[config.mk]
export PLATFORM = sky130hd
export DESIGN_NAME = sfp_norm_flat
export DESIGN_NICKNAME = d
export VERILOG_FILES = /design/src/rtl/sfp_norm_pkg.sv /design/src/rtl/sfp_norm_if.sv /design/src/rtl/sfp_norm_div_lane.sv /design/src/rtl/sfp_norm.sv /design/src/flat_wrapper.sv
export SDC_FILE = /design/constraint.sdc
export NUM_CORES = 2
export LEC_CHECK = 0
export CAP_MARGIN = 20
export CELL_PAD_IN_SITES_DETAIL_PLACEMENT = 1
export CELL_PAD_IN_SITES_GLOBAL_PLACEMENT = 1
export CORE_ASPECT_RATIO = 1.2
export CORE_UTILIZATION = 35
export CTS_CLUSTER_DIAMETER = 40
export DETAILED_ROUTE_END_ITERATION = 16
export PLACE_DENSITY_LB_ADDON = 0.1
export REMOVE_ABC_BUFFERS = 1
export SETUP_SLACK_MARGIN = 0.1
export SYNTH_ARGS = -nofsm -noshare
export SYNTH_HDL_FRONTEND = slang
export SYNTH_SLANG_ARGS = --single-unit
[constraint.sdc]
create_clock -name clk -period 16.65 [get_ports clk]
set_input_delay 3.33 -clock clk [delete_from_list [all_inputs] [get_ports clk]]
set_output_delay 3.33 -clock clk [all_outputs]
set_load 0.05 [all_outputs]
[src/rtl/sfp_norm_pkg.sv]
// Shared widths, defaults and FSM encoding for the normalisation stage.
package sfp_pkg;
  localparam int BW_PSUM    = 20;
  localparam int COL        = 8;
  localparam int FRAC_BITS  = 8;
  localparam int FIFO_DEPTH = 8;

  localparam int SUM_W = BW_PSUM + 4;
  localparam int TOT_W = BW_PSUM + 5;
  localparam int DIV_W = BW_PSUM + FRAC_BITS;
  localparam int CNT_W = $clog2(DIV_W + 1);

  typedef enum logic [2:0] {
    IDLE = 3'd0,
    LSUM = 3'd1,
    EXCH = 3'd2,
    DIV  = 3'd3,
    PUSH = 3'd4
  } state_e;
endpackage

[src/rtl/sfp_norm_if.sv]
// Psum input, peer-sum link and output FIFO signals of one normalisation stage.
interface sfp_norm_if
  import sfp_pkg::*;
#(
  parameter int bw_psum = BW_PSUM,
  parameter int col     = COL
);
  logic                     norm_start;
  logic                     norm_valid;
  logic [bw_psum*col-1:0]   psum_in;
  logic [bw_psum+3:0]       sum_out;
  logic                     sum_out_valid;
  logic [bw_psum+3:0]       sum_in;
  logic                     sum_in_valid;
  logic                     sfp_rd;
  logic [bw_psum*col-1:0]   out;
  logic                     out_valid;
  logic                     fifo_full;
  logic                     busy;

  modport master (
    output norm_start, norm_valid, psum_in, sum_in, sum_in_valid, sfp_rd,
    input  sum_out, sum_out_valid, out, out_valid, fifo_full, busy
  );

  modport slave (
    input  norm_start, norm_valid, psum_in, sum_in, sum_in_valid, sfp_rd,
    output sum_out, sum_out_valid, out, out_valid, fifo_full, busy
  );
endinterface

[src/rtl/sfp_norm_div_lane.sv]
// One lane: (|lane| << frac_bits) / divisor by restoring division, one quotient
// bit per step, sign reapplied at the end (truncation toward zero).
module sfp_div_lane
  import sfp_pkg::*;
#(
  parameter int bw_psum   = BW_PSUM,
  parameter int frac_bits = FRAC_BITS
) (
  input  logic               clk,
  input  logic               reset_n,
  input  logic               start_i,
  input  logic               step_i,
  input  logic [bw_psum-1:0] lane_i,
  input  logic [bw_psum+4:0] divisor_i,
  output logic [bw_psum-1:0] q_o
);
  localparam int DW = bw_psum + frac_bits;
  localparam int TW = bw_psum + 5;

  logic [DW-1:0]   dq_q, dq_d;     // dividend shifts out the top, quotient shifts in
  logic [TW-1:0]   rem_q, rem_d;
  logic [TW-1:0]   dvs_q;
  logic            neg_q, zero_q;
  logic [bw_psum-1:0] mag;
  logic [TW:0]     shifted;
  logic [TW+1:0]   diff;

  assign mag     = lane_i[bw_psum-1] ? -lane_i : lane_i;
  assign shifted = {rem_q, dq_q[DW-1]};
  assign diff    = {1'b0, shifted} - {2'b00, dvs_q};

  always_comb begin
    rem_d = rem_q;
    dq_d  = dq_q;
    if (step_i) begin
      if (!diff[TW+1]) begin
        rem_d = diff[TW-1:0];
        dq_d  = {dq_q[DW-2:0], 1'b1};
      end else begin
        rem_d = shifted[TW-1:0];
        dq_d  = {dq_q[DW-2:0], 1'b0};
      end
    end
  end

  always_ff @(posedge clk or negedge reset_n) begin
    if (!reset_n) begin
      dq_q   <= '0;
      rem_q  <= '0;
      dvs_q  <= '0;
      neg_q  <= 1'b0;
      zero_q <= 1'b0;
    end else if (start_i) begin
      dq_q   <= {mag, {frac_bits{1'b0}}};
      rem_q  <= '0;
      dvs_q  <= divisor_i;
      neg_q  <= lane_i[bw_psum-1];
      zero_q <= (divisor_i == '0);
    end else begin
      dq_q  <= dq_d;
      rem_q <= rem_d;
    end
  end

  // A zero divisor would yield all-ones quotient bits; force a clean zero instead.
  assign q_o = zero_q ? '0 : (neg_q ? -dq_q[bw_psum-1:0] : dq_q[bw_psum-1:0]);
endmodule

[src/rtl/sfp_norm.sv]
// Normalisation stage: local |sum|, peer exchange, per-lane division by the
// two-core total, and a show-ahead output FIFO.
module sfp_norm
  import sfp_pkg::*;
#(
  parameter int bw_psum    = BW_PSUM,
  parameter int col        = COL,
  parameter int frac_bits  = FRAC_BITS,
  parameter int fifo_depth = FIFO_DEPTH
) (
  input logic        clk,
  input logic        reset_n,
  sfp_norm_if.slave  nif
);
  localparam int SW = bw_psum + 4;
  localparam int TW = bw_psum + 5;
  localparam int DW = bw_psum + frac_bits;
  localparam int CW = $clog2(DW + 1);
  localparam int AW = $clog2(fifo_depth);

  state_e                          state_q, state_d;
  logic [col-1:0][bw_psum-1:0]     psum_q, res;
  logic signed [SW-1:0]            lsum;
  logic [SW-1:0]                   lsum_abs, sum_q, peer_q, peer_v;
  logic                            sov_q, peer_held_q;
  logic [TW-1:0]                   total;
  logic [CW-1:0]                   cnt_q;
  logic                            exch_go, div_step;

  logic [col*bw_psum-1:0]          mem_q [fifo_depth];
  logic [AW-1:0]                   wr_q, rd_q;
  logic [AW:0]                     fcnt_q;
  logic                            full, empty, push, pop;

  always_comb begin
    lsum = '0;
    for (int k = 0; k < col; k++) lsum = lsum + SW'(signed'(psum_q[k]));
  end
  assign lsum_abs = lsum[SW-1] ? -lsum : lsum;

  // A pulse arriving in the same cycle EXCH is waiting is used directly.
  assign peer_v   = nif.sum_in_valid ? nif.sum_in : peer_q;
  assign total    = TW'(sum_q) + TW'(peer_v);
  assign exch_go  = (state_q == EXCH) && (peer_held_q || nif.sum_in_valid);
  assign div_step = (state_q == DIV);

  assign full  = (fcnt_q == (AW+1)'(fifo_depth));
  assign empty = (fcnt_q == '0);
  assign push  = (state_q == PUSH) && nif.norm_start && (!full || nif.sfp_rd);
  assign pop   = nif.sfp_rd && !empty;

  always_comb begin
    state_d = state_q;
    case (state_q)
      IDLE:    if (nif.norm_valid) state_d = LSUM;
      LSUM:    state_d = EXCH;
      EXCH:    if (exch_go) state_d = DIV;
      DIV:     if (cnt_q == CW'(1)) state_d = PUSH;
      PUSH:    if (push) state_d = IDLE;
      default: state_d = IDLE;
    endcase
    if (!nif.norm_start) state_d = IDLE;
  end

  always_ff @(posedge clk or negedge reset_n) begin
    if (!reset_n) begin
      state_q     <= IDLE;
      psum_q      <= '0;
      sum_q       <= '0;
      sov_q       <= 1'b0;
      peer_q      <= '0;
      peer_held_q <= 1'b0;
      cnt_q       <= '0;
    end else begin
      state_q <= state_d;
      if (state_q == IDLE && nif.norm_start && nif.norm_valid) psum_q <= nif.psum_in;
      sov_q <= 1'b0;
      if (state_q == LSUM && nif.norm_start) begin
        sum_q <= lsum_abs;
        sov_q <= 1'b1;
      end
      if (nif.sum_in_valid) peer_q <= nif.sum_in;
      if (!nif.norm_start || exch_go) peer_held_q <= 1'b0;
      else if (nif.sum_in_valid)      peer_held_q <= 1'b1;
      if (exch_go)             cnt_q <= CW'(DW);
      else if (state_q == DIV) cnt_q <= cnt_q - CW'(1);
    end
  end

  for (genvar k = 0; k < col; k++) begin : g_lane
    sfp_div_lane #(.bw_psum(bw_psum), .frac_bits(frac_bits)) u_lane (
      .clk       (clk),
      .reset_n   (reset_n),
      .start_i   (exch_go),
      .step_i    (div_step),
      .lane_i    (psum_q[k]),
      .divisor_i (total),
      .q_o       (res[k])
    );
  end

  always_ff @(posedge clk) begin
    if (push) mem_q[wr_q] <= res;
  end

  always_ff @(posedge clk or negedge reset_n) begin
    if (!reset_n) begin
      wr_q   <= '0;
      rd_q   <= '0;
      fcnt_q <= '0;
    end else begin
      if (push) wr_q <= wr_q + AW'(1);
      if (pop)  rd_q <= rd_q + AW'(1);
      if (push && !pop)      fcnt_q <= fcnt_q + (AW+1)'(1);
      else if (pop && !push) fcnt_q <= fcnt_q - (AW+1)'(1);
    end
  end

  assign nif.sum_out       = sum_q;
  assign nif.sum_out_valid = sov_q;
  assign nif.out           = empty ? '0 : mem_q[rd_q];
  assign nif.out_valid     = !empty;
  assign nif.fifo_full     = full;
  assign nif.busy          = (state_q != IDLE);
endmodule

[src/flat_wrapper.sv]
// flat-port wrapper written by rule: the top's interface ports become plain ports
module sfp_norm_flat import sfp_pkg::*;
#(
  parameter int bw_psum    = BW_PSUM,
  parameter int col        = COL,
  parameter int frac_bits  = FRAC_BITS,
  parameter int fifo_depth = FIFO_DEPTH
)
  (clk, reset_n, nif_norm_start, nif_norm_valid, nif_psum_in, nif_sum_in, nif_sum_in_valid, nif_sfp_rd, nif_sum_out, nif_sum_out_valid, nif_out, nif_out_valid, nif_fifo_full, nif_busy);
  sfp_norm_if #(.bw_psum(bw_psum), .col(col)) nif_i ();
  input logic clk;
  input logic reset_n;
  input wire logic [$bits(nif_i.norm_start)-1:0] nif_norm_start;
  input wire logic [$bits(nif_i.norm_valid)-1:0] nif_norm_valid;
  input wire logic [$bits(nif_i.psum_in)-1:0] nif_psum_in;
  input wire logic [$bits(nif_i.sum_in)-1:0] nif_sum_in;
  input wire logic [$bits(nif_i.sum_in_valid)-1:0] nif_sum_in_valid;
  input wire logic [$bits(nif_i.sfp_rd)-1:0] nif_sfp_rd;
  output wire logic [$bits(nif_i.sum_out)-1:0] nif_sum_out;
  output wire logic [$bits(nif_i.sum_out_valid)-1:0] nif_sum_out_valid;
  output wire logic [$bits(nif_i.out)-1:0] nif_out;
  output wire logic [$bits(nif_i.out_valid)-1:0] nif_out_valid;
  output wire logic [$bits(nif_i.fifo_full)-1:0] nif_fifo_full;
  output wire logic [$bits(nif_i.busy)-1:0] nif_busy;
  assign nif_i.norm_start = nif_norm_start;
  assign nif_i.norm_valid = nif_norm_valid;
  assign nif_i.psum_in = nif_psum_in;
  assign nif_i.sum_in = nif_sum_in;
  assign nif_i.sum_in_valid = nif_sum_in_valid;
  assign nif_i.sfp_rd = nif_sfp_rd;
  assign nif_sum_out = nif_i.sum_out;
  assign nif_sum_out_valid = nif_i.sum_out_valid;
  assign nif_out = nif_i.out;
  assign nif_out_valid = nif_i.out_valid;
  assign nif_fifo_full = nif_i.fifo_full;
  assign nif_busy = nif_i.busy;
  sfp_norm #(.bw_psum(bw_psum), .col(col), .frac_bits(frac_bits), .fifo_depth(fifo_depth)) u_core (.clk(clk), .reset_n(reset_n), .nif(nif_i));
endmodule
==> results.toml <==
[run_status]
status = "completed"

[sta]
slew_violations = 0
hold_viol_final = 0
finalSetupViolCount = 0
rsz0062_at_grt = "no"
max_freq_mhz = 109
layout_min_cycle_time_ps = 9180
worstMarginPinSlew_ps = 1100
skew_ps = 68.8
fin_ws_ps = 7470
period_share = 0.551
slew_headroom = 0.265

[logic_synthesis]
avgSynthCellArea_um2 = 13.0
synth_common_cells = "edfxtp_1, dfrtp_1, o21ai_0"
synth_area_leaders = "edfxtp_1, dfrtp_1, mux4_2"
yosysMostFrequentCell = "edfxtp_1"
synth_top_cell_by_area = "edfxtp_1"
yosys_warnings = 0
synth_area_mm2 = 0.0983
ys.flop_type = "edfxtp_1"
synth_edf_count = 1280
ys_ff_latch = 1966
syn_inst = 7555
ys_seq_area_frac = 0.566
synth.distinct_cells = 100
synth_top_area_frac = 0.391
async_flop_share = 0.349

[detailed_routing]
drt_wl_total_mm = 326
drc = 0
drtPass1Iterations = 5
vias_per_cell = 5.48
drtAntennaViolNets = 0
wl_per_cell_um = 27.3
dr.first_iter.drc_count = 3858
vias = 65400

[global_routing]
antenna_found_initial = 24
grtUsageMet2 = 0.389
grt_max_degree = 151
gr-usage-met1 = 0.301
grt_use_total = 0.229
grt_pass1_vias = 70200
grt_pass1_wl_mm = 482
gr-total-overflow = 0
busiest_layer = "met2"
grtUsageMet3 = 0.0270

[layout]
nNetsFinal = 8609
instances_no_fill = 11900
syn2layout_area_growth_pct = 19.8
layout-drive-gt1-share = 0.154

[placed_design]
routabilityCongestion = 0.827
dp_hpwl_mm = 217
io_buffer_count = 377
dp_slack_ps = 8340
place_inst = 11300

[job]
drv_cap = 0

[setup_path]
rr_worst_depth = 30
critPathTopFamily = "buffers and inverters"
crit_cells = 7
max_stage_delay_ps = 870
crit_required_ps = 13320
cpMostUsedCell = "buf_12"
crit_path_start_kind = "flop"
critical-path-slowest-cell = "clkdlybuf4s50_1"
arrival_ps = 5850
crit_start = "u_core.rd_q[1]"
cp_max_fo = 119
endpoint = "nif_out[151]"
path_buf_inv = 4
path_class = "reg -> out"
path_cells = "buf_12 -> buf_12 -> buf_4 -> mux4_2 -> mux2i_1 -> nor2_1 -> clkdlybuf4s50_1"
end_kind = "output pin"
r2r_slack_ps = 8780
r2r-start = "u_core.psum_q[21]"
r2r_end = "u_core.nif.sum_out[19]"

[die]
fp.dieArea_mm2 = 0.283
rows = 212
die_h_um = 583
die_w_um = 486
coreArea_mm2 = 0.279
io_pins = 378
initial_core_util = 0.353

[cts]
cts_root_buf = "clkbuf_16"
cts_setup_buffers = 0
cts_buffers = 328
cts_sinks = 1966
cts_resized = 0
path_clk_slew_ps = 60
ctsHoldBuffers = 0
clk-insertion-delay-late_ps = 880
cts.path.max_buffers = 4
cts_tree = "yes"
cts_max_level = 5

[min_path]
min_from = "u_core.g_lane[0].u_lane.dvs_q[7]"
hold_class = "reg -> reg"
[cell type report]
type                       count  area, um^2
antenna                       14        35.0
clock buffer                 384        8730
clock inverter               216        2590
fill                       28500      161000
inverter                     260         976
multi-input combinational   4958       40400
sequential                  1966       55600
tap                         3638        4550
timing repair buffer         497        4900
[layer usage]
metal | part of all wire | routed length, um
met5 | 0 | 0
met4 | 0.036 | 11900
met3 | 0.034 | 11100
met2 | 0.49 | 160000
met1 | 0.44 | 142000
[metrics by stage]
step	hold slack [ps]	instance area [um^2]	TNS [ps]	utilization
5_1_grt	481	118000	0	0.423
6_report	473	118000	0	0.423
4_1_cts	477	118000	0	0.423
3_3_place_gp	461	106000	0	0.382
2_1_floorplan	449	96900	-7021530	-
3_5_place_dp	467	106000	0	0.382
[cells by family (layout without fill, tap and decap cells)]
group                    count (synthesis)  in the layout  share of synthesized area
AO/OA/AOI/OAI                         1557           1557                      0.102
XOR/XNOR                               493            493                     0.0440
buffers and inverters                  631           1357                     0.0246
AND/OR/NAND/NOR                       1725           1725                     0.0807
other                                    0             14                          0
multiplexers                           775            775                      0.122
flip-flops                            1966           1966                      0.566
adder cells (fa/ha/maj)                408            408                     0.0609
[sequential cells by signal, indices dropped and copies added, names as in the netlist, 4 cells and up]
signal	flops
u_core.mem_q	1280
u_core.g_lane.u_lane.dq_q	224
u_core.g_lane.u_lane.rem_q	200
u_core.psum_q	160
u_core.g_lane.u_lane.dvs_q	25
u_core.nif.sum_out	24
u_core.peer_q	24
u_core.g_lane.u_lane.neg_q	8
u_core.cnt_q	5
u_core.fcnt_q	4
[worst register-to-register path: cells and delay by family (launching register included)]
family / cells / cell delay, ps
flip-flops: 1 / 400
AND/OR/NAND/NOR: 4 / 990
buffers and inverters: 5 / 450
AO/OA/AOI/OAI: 11 / 2260
XOR/XNOR: 2 / 470
multiplexers: 1 / 250
adder cells (fa/ha/maj): 7 / 2930
[cell usage in the layout, fill, tap and decap left out, types with 27 or more instances in the layout]
cell and count:
nand3_1 172, inv_6 50, o211ai_1 29, a31oi_1 33, fa_1 118, nor2b_1 48, a211oi_1 29, mux2i_1 264
clkinv_4 29, a22oi_1 140, mux4_2 320, dfrtp_1 682, nor3_1 88, nand2b_1 40, clkbuf_16 333, buf_4 101
o31ai_1 112, a21oi_1 225, edfxtp_1 1280, bufinv_16 38, o41ai_1 34, and3_1 34, mux2_2 191, xor2_1 326
clkinvlp_4 41, or3_1 55, nand2_1 551, ha_1 290, nor2_1 534, o21ai_0 554, clkbuf_1 30, xnor2_1 166
a21o_1 87, o21a_1 53, o21bai_1 27, or4_1 49, inv_1 259, clkdlybuf4s50_1 376
[worst min-delay path by stage]
stage                                        endpoint  cells after the start
floorplan           u_core.g_lane[0].u_lane.dvs_q[19]                      2
global placement     u_core.g_lane[0].u_lane.dvs_q[6]                      2
detailed placement   u_core.g_lane[0].u_lane.dvs_q[8]                      2
CTS                  u_core.g_lane[0].u_lane.dvs_q[8]                      2
global route         u_core.g_lane[0].u_lane.dvs_q[9]                      2
finish               u_core.g_lane[0].u_lane.dvs_q[7]                      2
Power is left out: the tool's default activity adds up to more than one toggle a clock period on the data nets, which glitch-free logic cannot reach.
